[src/rtl/mem_port_arbiter.sv]
// rtl/mem_port_arbiter.sv - single-port memory arbiter between fetch and load/store stages
module mem_port_arbiter #(
  parameter int AW      = 32,
  parameter int DW      = 32,
  parameter int TIMEOUT = 255
) (
  input  logic          clk,
  input  logic          rst,
  input  logic          if_req,
  input  logic [AW-1:0] if_addr,
  output logic [DW-1:0] if_rdata,
  input  logic          dm_req,
  input  logic          dm_we,
  input  logic [AW-1:0] dm_addr,
  input  logic [DW-1:0] dm_wdata,
  output logic [DW-1:0] dm_rdata,
  output logic          stall,
  output logic          mem_req,
  output logic          mem_we,
  output logic [AW-1:0] mem_addr,
  output logic [DW-1:0] mem_wdata,
  input  logic          mem_ack,
  input  logic [DW-1:0] mem_rdata,
  output logic          mem_err
);

  typedef enum logic [1:0] {IDLE, BUSY_D, BUSY_I} state_t;

  // Abort is decided in the cycle whose count is TIMEOUT-1, so the pipeline
  // sees IDLE exactly TIMEOUT cycles after mem_req first rose.
  localparam logic [15:0] TO_LAST = 16'(TIMEOUT - 1);

  state_t      state;
  logic        if_served;
  logic        dm_served;
  logic [15:0] wait_cnt;
  logic        timed_out;

  assign timed_out = (wait_cnt >= TO_LAST);
  assign stall     = (if_req & ~if_served) | (dm_req & ~dm_served);

  always_ff @(posedge clk) begin
    if (rst) begin
      state     <= IDLE;
      mem_req   <= 1'b0;
      mem_we    <= 1'b0;
      mem_addr  <= '0;
      mem_wdata <= '0;
      if_rdata  <= '0;
      dm_rdata  <= '0;
      if_served <= 1'b0;
      dm_served <= 1'b0;
      wait_cnt  <= '0;
      mem_err   <= 1'b0;
    end else begin
      // Completion below may re-set a flag in the same cycle; that must win.
      if (!stall) begin
        if_served <= 1'b0;
        dm_served <= 1'b0;
      end
      case (state)
        IDLE: begin
          wait_cnt <= '0;
          if (dm_req & ~dm_served) begin
            mem_req   <= 1'b1;
            mem_we    <= dm_we;
            mem_addr  <= dm_addr;
            mem_wdata <= dm_wdata;
            state     <= BUSY_D;
          end else if (if_req & ~if_served) begin
            mem_req  <= 1'b1;
            mem_we   <= 1'b0;
            mem_addr <= if_addr;
            state    <= BUSY_I;
          end
        end
        BUSY_D, BUSY_I: begin
          if (mem_ack || timed_out) begin
            mem_req  <= 1'b0;
            wait_cnt <= '0;
            state    <= IDLE;
            if (!mem_ack) mem_err <= 1'b1;
            if (state == BUSY_I) begin
              if_rdata  <= mem_ack ? mem_rdata : '0;
              if_served <= 1'b1;
            end else begin
              if (!mem_ack) dm_rdata <= '0;
              else if (!mem_we) dm_rdata <= mem_rdata;
              dm_served <= 1'b1;
            end
          end else if (wait_cnt != 16'hFFFF) begin
            wait_cnt <= wait_cnt + 16'd1;
          end
        end
        default: state <= IDLE;
      endcase
    end
  end

endmodule
[config.mk]
export PLATFORM = sky130hd
export DESIGN_NAME = mem_port_arbiter
export DESIGN_NICKNAME = d
export VERILOG_FILES = /design/src/rtl/mem_port_arbiter.sv
export SDC_FILE = /design/constraint.sdc
export NUM_CORES = 1
export LEC_CHECK = 0
export ABC_CLOCK_PERIOD_IN_PS = 4600
export CORE_UTILIZATION = 46
export CTS_CLUSTER_DIAMETER = 150
export DETAILED_ROUTE_END_ITERATION = 16
export HOLD_SLACK_MARGIN = 0.1
export MAX_ROUTING_LAYER = met4
export PLACE_DENSITY = 0.95
export SLEW_MARGIN = 20
export SYNTH_ARGS = -nofsm -noshare
export SYNTH_HDL_FRONTEND = slang
export SYNTH_SLANG_ARGS = --single-unit
[constraint.sdc]
create_clock -name clk -period 4.6 [get_ports clk]
set_input_delay 0.92 -clock clk [delete_from_list [all_inputs] [get_ports clk]]
set_output_delay 0.92 -clock clk [all_outputs]
set_load 0.01 [all_outputs]
* Word level (Yosys, flattened, before mapping)
Cells that the tools add are included.
** Storage, ports and cells
- Register bits after elaboration :: 151
- Input port bits :: 134
- Output and inout bits :: 132
** Cells by class
- Add/sub/neg operators :: 1
- Magnitude comparators :: 1
- Eq/ne operators :: 7
- Multiplexer cells :: 26
- Bitwise operators :: 7
- Reductions and logical operators :: 13
** Operator list (count)
- $mux W32 :: 5
- $mux W16 :: 2
- $pmux W16 S2 :: 1
- $add A16 B1 Y16 const B :: 1
- $ge A16 B8 Y1 const B :: 1
- $ne A16 B16 Y1 const B :: 1
- $mux W1 :: 13
- $reduce_and A3 Y1 :: 3
- $reduce_and A2 Y1 :: 4
- $mux W2 :: 3
- $ne A3 B3 Y1 const B :: 2
- $ne A2 B2 Y1 const B :: 2
- $not A1 Y1 :: 4
- $pmux W2 S2 :: 1
- $reduce_and A4 Y1 :: 1
- $reduce_bool A2 Y1 :: 2
- $and A1 B1 Y1 :: 2
- $eq A2 B1 Y1 const B :: 1
- $eq A2 B2 Y1 const B :: 1
- $logic_not A2 Y1 :: 1
- $pmux W1 S2 :: 1
- $reduce_or A2 Y1 :: 1
- $logic_or A1 B1 Y1 :: 1
- $or A1 B1 Y1 :: 1

* Longest topological paths before layout
- Depth in word-level cells :: 7
- Gate-level depth with buffers :: 8

* Worst setup path after synthesis
OpenSTA, ideal clock, no wires.
- Path kind :: input to output
- From :: in dm_req
- To :: out stall
- Arrival time :: 1.546 ns
- Required time :: 3.680 ns
- Setup slack :: 2.134 ns
- Cell stages on the path :: 4
- Path buffers :: 2
- Cells stage by stage :: nand2b_1 -> buf_2 -> buf_1 -> nand2_1
** Between the ends
- Word-level cells in the longest chain between the ends :: 2
** Ends and longest elaborated chain
- start: declaration :: RTL line 12 : input logic dm_req,
- $and A1 B1 Y1 :: RTL line 40 : assign stall = (if_req & ~if_served) | (dm_req & ~dm_served);
- $or A1 B1 Y1 :: RTL line 40
- end: declaration :: RTL line 17 : output logic stall,
Every way passes these cells.

* Worst setup path in the final report
- From :: in if_req
- To :: out stall
** Between the ends
- Word-level cells in the longest chain between the ends :: 2
** Ends and longest elaborated chain
- start: declaration :: RTL line 9 : input logic if_req,
- $and A1 B1 Y1 :: RTL line 40
- $or A1 B1 Y1 :: RTL line 40
Every way passes these cells.

==> out/qor.yml <==
outcome: "finished, final reports clean"
min_path_cells: 2
yosys_warnings: 0
cp_top_family: "buffers and inverters"
cts_made_buffers: 17
final.setup.tns_ps: 0
antenna_cells: 0
ant_nets: 0
post_drt_wl_per_cell_um: 17.6
reg2reg_depth: 7
dieHeight_um: 117
drive_gt1_frac: 0.0963
p_leak_uw: 0.00335
start_util: 0.477
cts_tree: "yes"
post_cts_buffers: 0
critPathSlowestCell: "clkdlybuf4s50_1"
grt_usage: 0.282
rsz0062_at_grt: "false"
hold_violations: 0
fin_crit_sh: 0.685
p_total_uw: 4380
postCtsHoldBufs: 0
worst_pin_slew_ps: 1020
synth_area_um2: 6090
final_nets: 1040
seq_area_frac_synth: 0.496
clock_path_buffers: 2
synth_edf_count: 0
fillCellCount: 858
grt_max_degree: 84
hold_class: "reg2reg"
met2RoutedLength_mm: 9.55
slew_headroom: 0.321
path_clk_slew_ps: 60
core_area_um2: 12800
cpPeakStageDelay_ps: 550
fin_skew_ps: 6.80
place_congestion: 0.789
cp_num_buf_inv: 2
boundaryPins: 266
routed.top_layer: "met4"
path_max_fanout: 4
multi_input_area_um2: 2770
post-route-min-period_ps: 3150
cp_cell_sequence: "clkdlybuf4s50_1, nand2b_1, nand2_1, clkdlybuf4s50_1"
num_vias: 5937
vdd_ir_drop_max_v: 0.000406
ys_async_sr_fraction: 0
hpwlAfterDp_mm: 12.7
arrival_ps: 2230
first_iter_violations: 437
wl_mm: 19.2
portBuffers: 265
antenna_found_initial: 0
die-area_um2: 13700
avgSynthCellArea_um2: 9.15
critPathRequiredTime_ps: 3680
fmax_ghz: 0.317
synthDistinctLibCells: 51
seq_area_um2: 3020
overflow: 0
die_width_um: 117
met3WireLength_mm: 1.72
wl_met1_mm: 7.43
drc: 0
area_growth_pct: 53.5
critical_path_class: "in2out"
startpoint_type: "input port"
power_density_nw_per_um2: 468
worstSkewPairLatency_ps: 420
cp_common_cell: "clkdlybuf4s50_1"
cts.sinks: 151
firstDrtPassIters: 5
grt_pass1_vias: 5664
vias_per_cell: 5.47
synth_fp_nets: 805
synthFlopType: "dfxtp_1"
htreeDepth: 4
endpoint_kind: "primary output"
synth-seq-cells: 151
drv_cap: 0
ctsRootBufferMaster: "clkbuf_16"
syn_inst: 666
cp_num_cells: 4
num_rows: 41
cts_resized: 0
finalSetupViolCount: 0
maxSlewViolCount: 0
grt_pass1_wl_mm: 28.6
worst min-delay path, cell delays in order (launching register included):
cell and delay, ps:
dfxtp_1 310, nand2_1 50, a21oi_1 50
per-stage QoR:
stage	util	hold slack [ps]	setup WS [ps]	std cells	cell area, um^2
floorplan	-	458	2130	666	6090
global placement	0.684	441	1320	1054	8740
detailed placement	0.684	446	1450	1054	8740
CTS	0.732	454	1440	1086	9360
global route	0.732	476	1380	1086	9360
finish	0.732	455	1450	1086	9360
routing by layer:
metal | vias up | GRT usage
li1 | 2837 | -
met1 | 2809 | 0.312
met2 | 252 | 0.471
met3 | 39 | 0.0917
met4 | 0 | 0.111
met5 | - | -
placed cells by master (no fill, tap or decap), types with 2 or more instances in the layout:
master,count
clkbuf_8,3
inv_6,3
nor2_1,49
clkbuf_1,2
and3_1,4
a21oi_2,2
a311oi_1,34
nand2b_1,3
a22o_1,32
nand2_1,171
or3b_1,2
clkbuf_16,17
clkinvlp_4,2
clkdlybuf4s50_1,264
nand3_1,3
xnor2_1,3
bufinv_16,3
a21oi_1,73
and2_2,3
inv_1,6
buf_4,9
o211ai_1,3
a31oi_1,4
nand3b_1,2
and3_2,2
a311oi_2,30
dfxtp_1,151
nor4_4,2
ha_1,5
clkinv_2,2
Yosys cell counts (2+ instances only):
cell type,instances,share of area
a21oi_1,73,0.060
a21oi_2,2,0.0029
a22o_1,32,0.046
a311oi_1,34,0.049
a311oi_2,30,0.074
a31oi_1,4,0.0041
and2_1,2,0.0021
and3_1,4,0.0041
and3_2,2,0.0025
buf_1,6,0.0037
buf_12,3,0.0099
buf_2,18,0.015
buf_6,2,0.0037
clkbuf_1,27,0.017
dfxtp_1,151,0.50
ha_1,5,0.010
inv_1,6,0.0037
nand2_1,171,0.11
nand2b_1,3,0.0031
nand3_1,3,0.0025
nand3b_1,2,0.0025
nor2_1,50,0.031
nor2b_1,2,0.0021
nor4_4,2,0.0070
o211ai_1,3,0.0037
or3b_1,2,0.0029
xnor2_1,3,0.0043
power breakdown:
part | internal [uW] | switching, uW | leakage, uW
clock network | 900 | 548 | 0.000298
registers | 1500 | 107 | 0.00123
logic | 632 | 691 | 0.00182
flip-flops by register name (all words and copies together) (netlist names):
name	count
mem_req	1
wait_cnt	16
dm_rdata	32
if_served	1
if_rdata	32
mem_addr	32
mem_err	1
dm_served	1
mem_wdata	32
mem_we	1
state	2
layout make-up:
| type | instances | area share |
|---|---|---|
| clock inverter | 10 | 0.0151 |
| timing repair buffer | 273 | 0.290 |
| tap | 172 | 0.0230 |
| clock buffer | 22 | 0.0507 |
| multi-input combinational | 452 | 0.296 |
| sequential | 151 | 0.323 |
| inverter | 6 | 0.00241 |
cells by family (layout without fill, tap and decap cells):
kind of cell    after synthesis  count (layout)  synth area share
xor+xnor                      4               4           0.00575
fa+ha+maj                     5               5            0.0103
flops                       151             151             0.496
simple gates                252             252             0.176
buf+inv                      63             311            0.0536
compound gates              190             190             0.257
mux                           1               1           0.00185
path summary, 6_finish.rpt:
kind / slack (ps) / to / startpoint
worst max-delay path: 1450 / stall / if_req
worst min-delay path: 460 / mem_wdata[12] / mem_wdata[12]
worst max register to register: 2210 / dm_rdata[27] / state[1]
worst min register to register: 460 / mem_wdata[12] / mem_wdata[12]
Power figures use the tool's default switching activity.
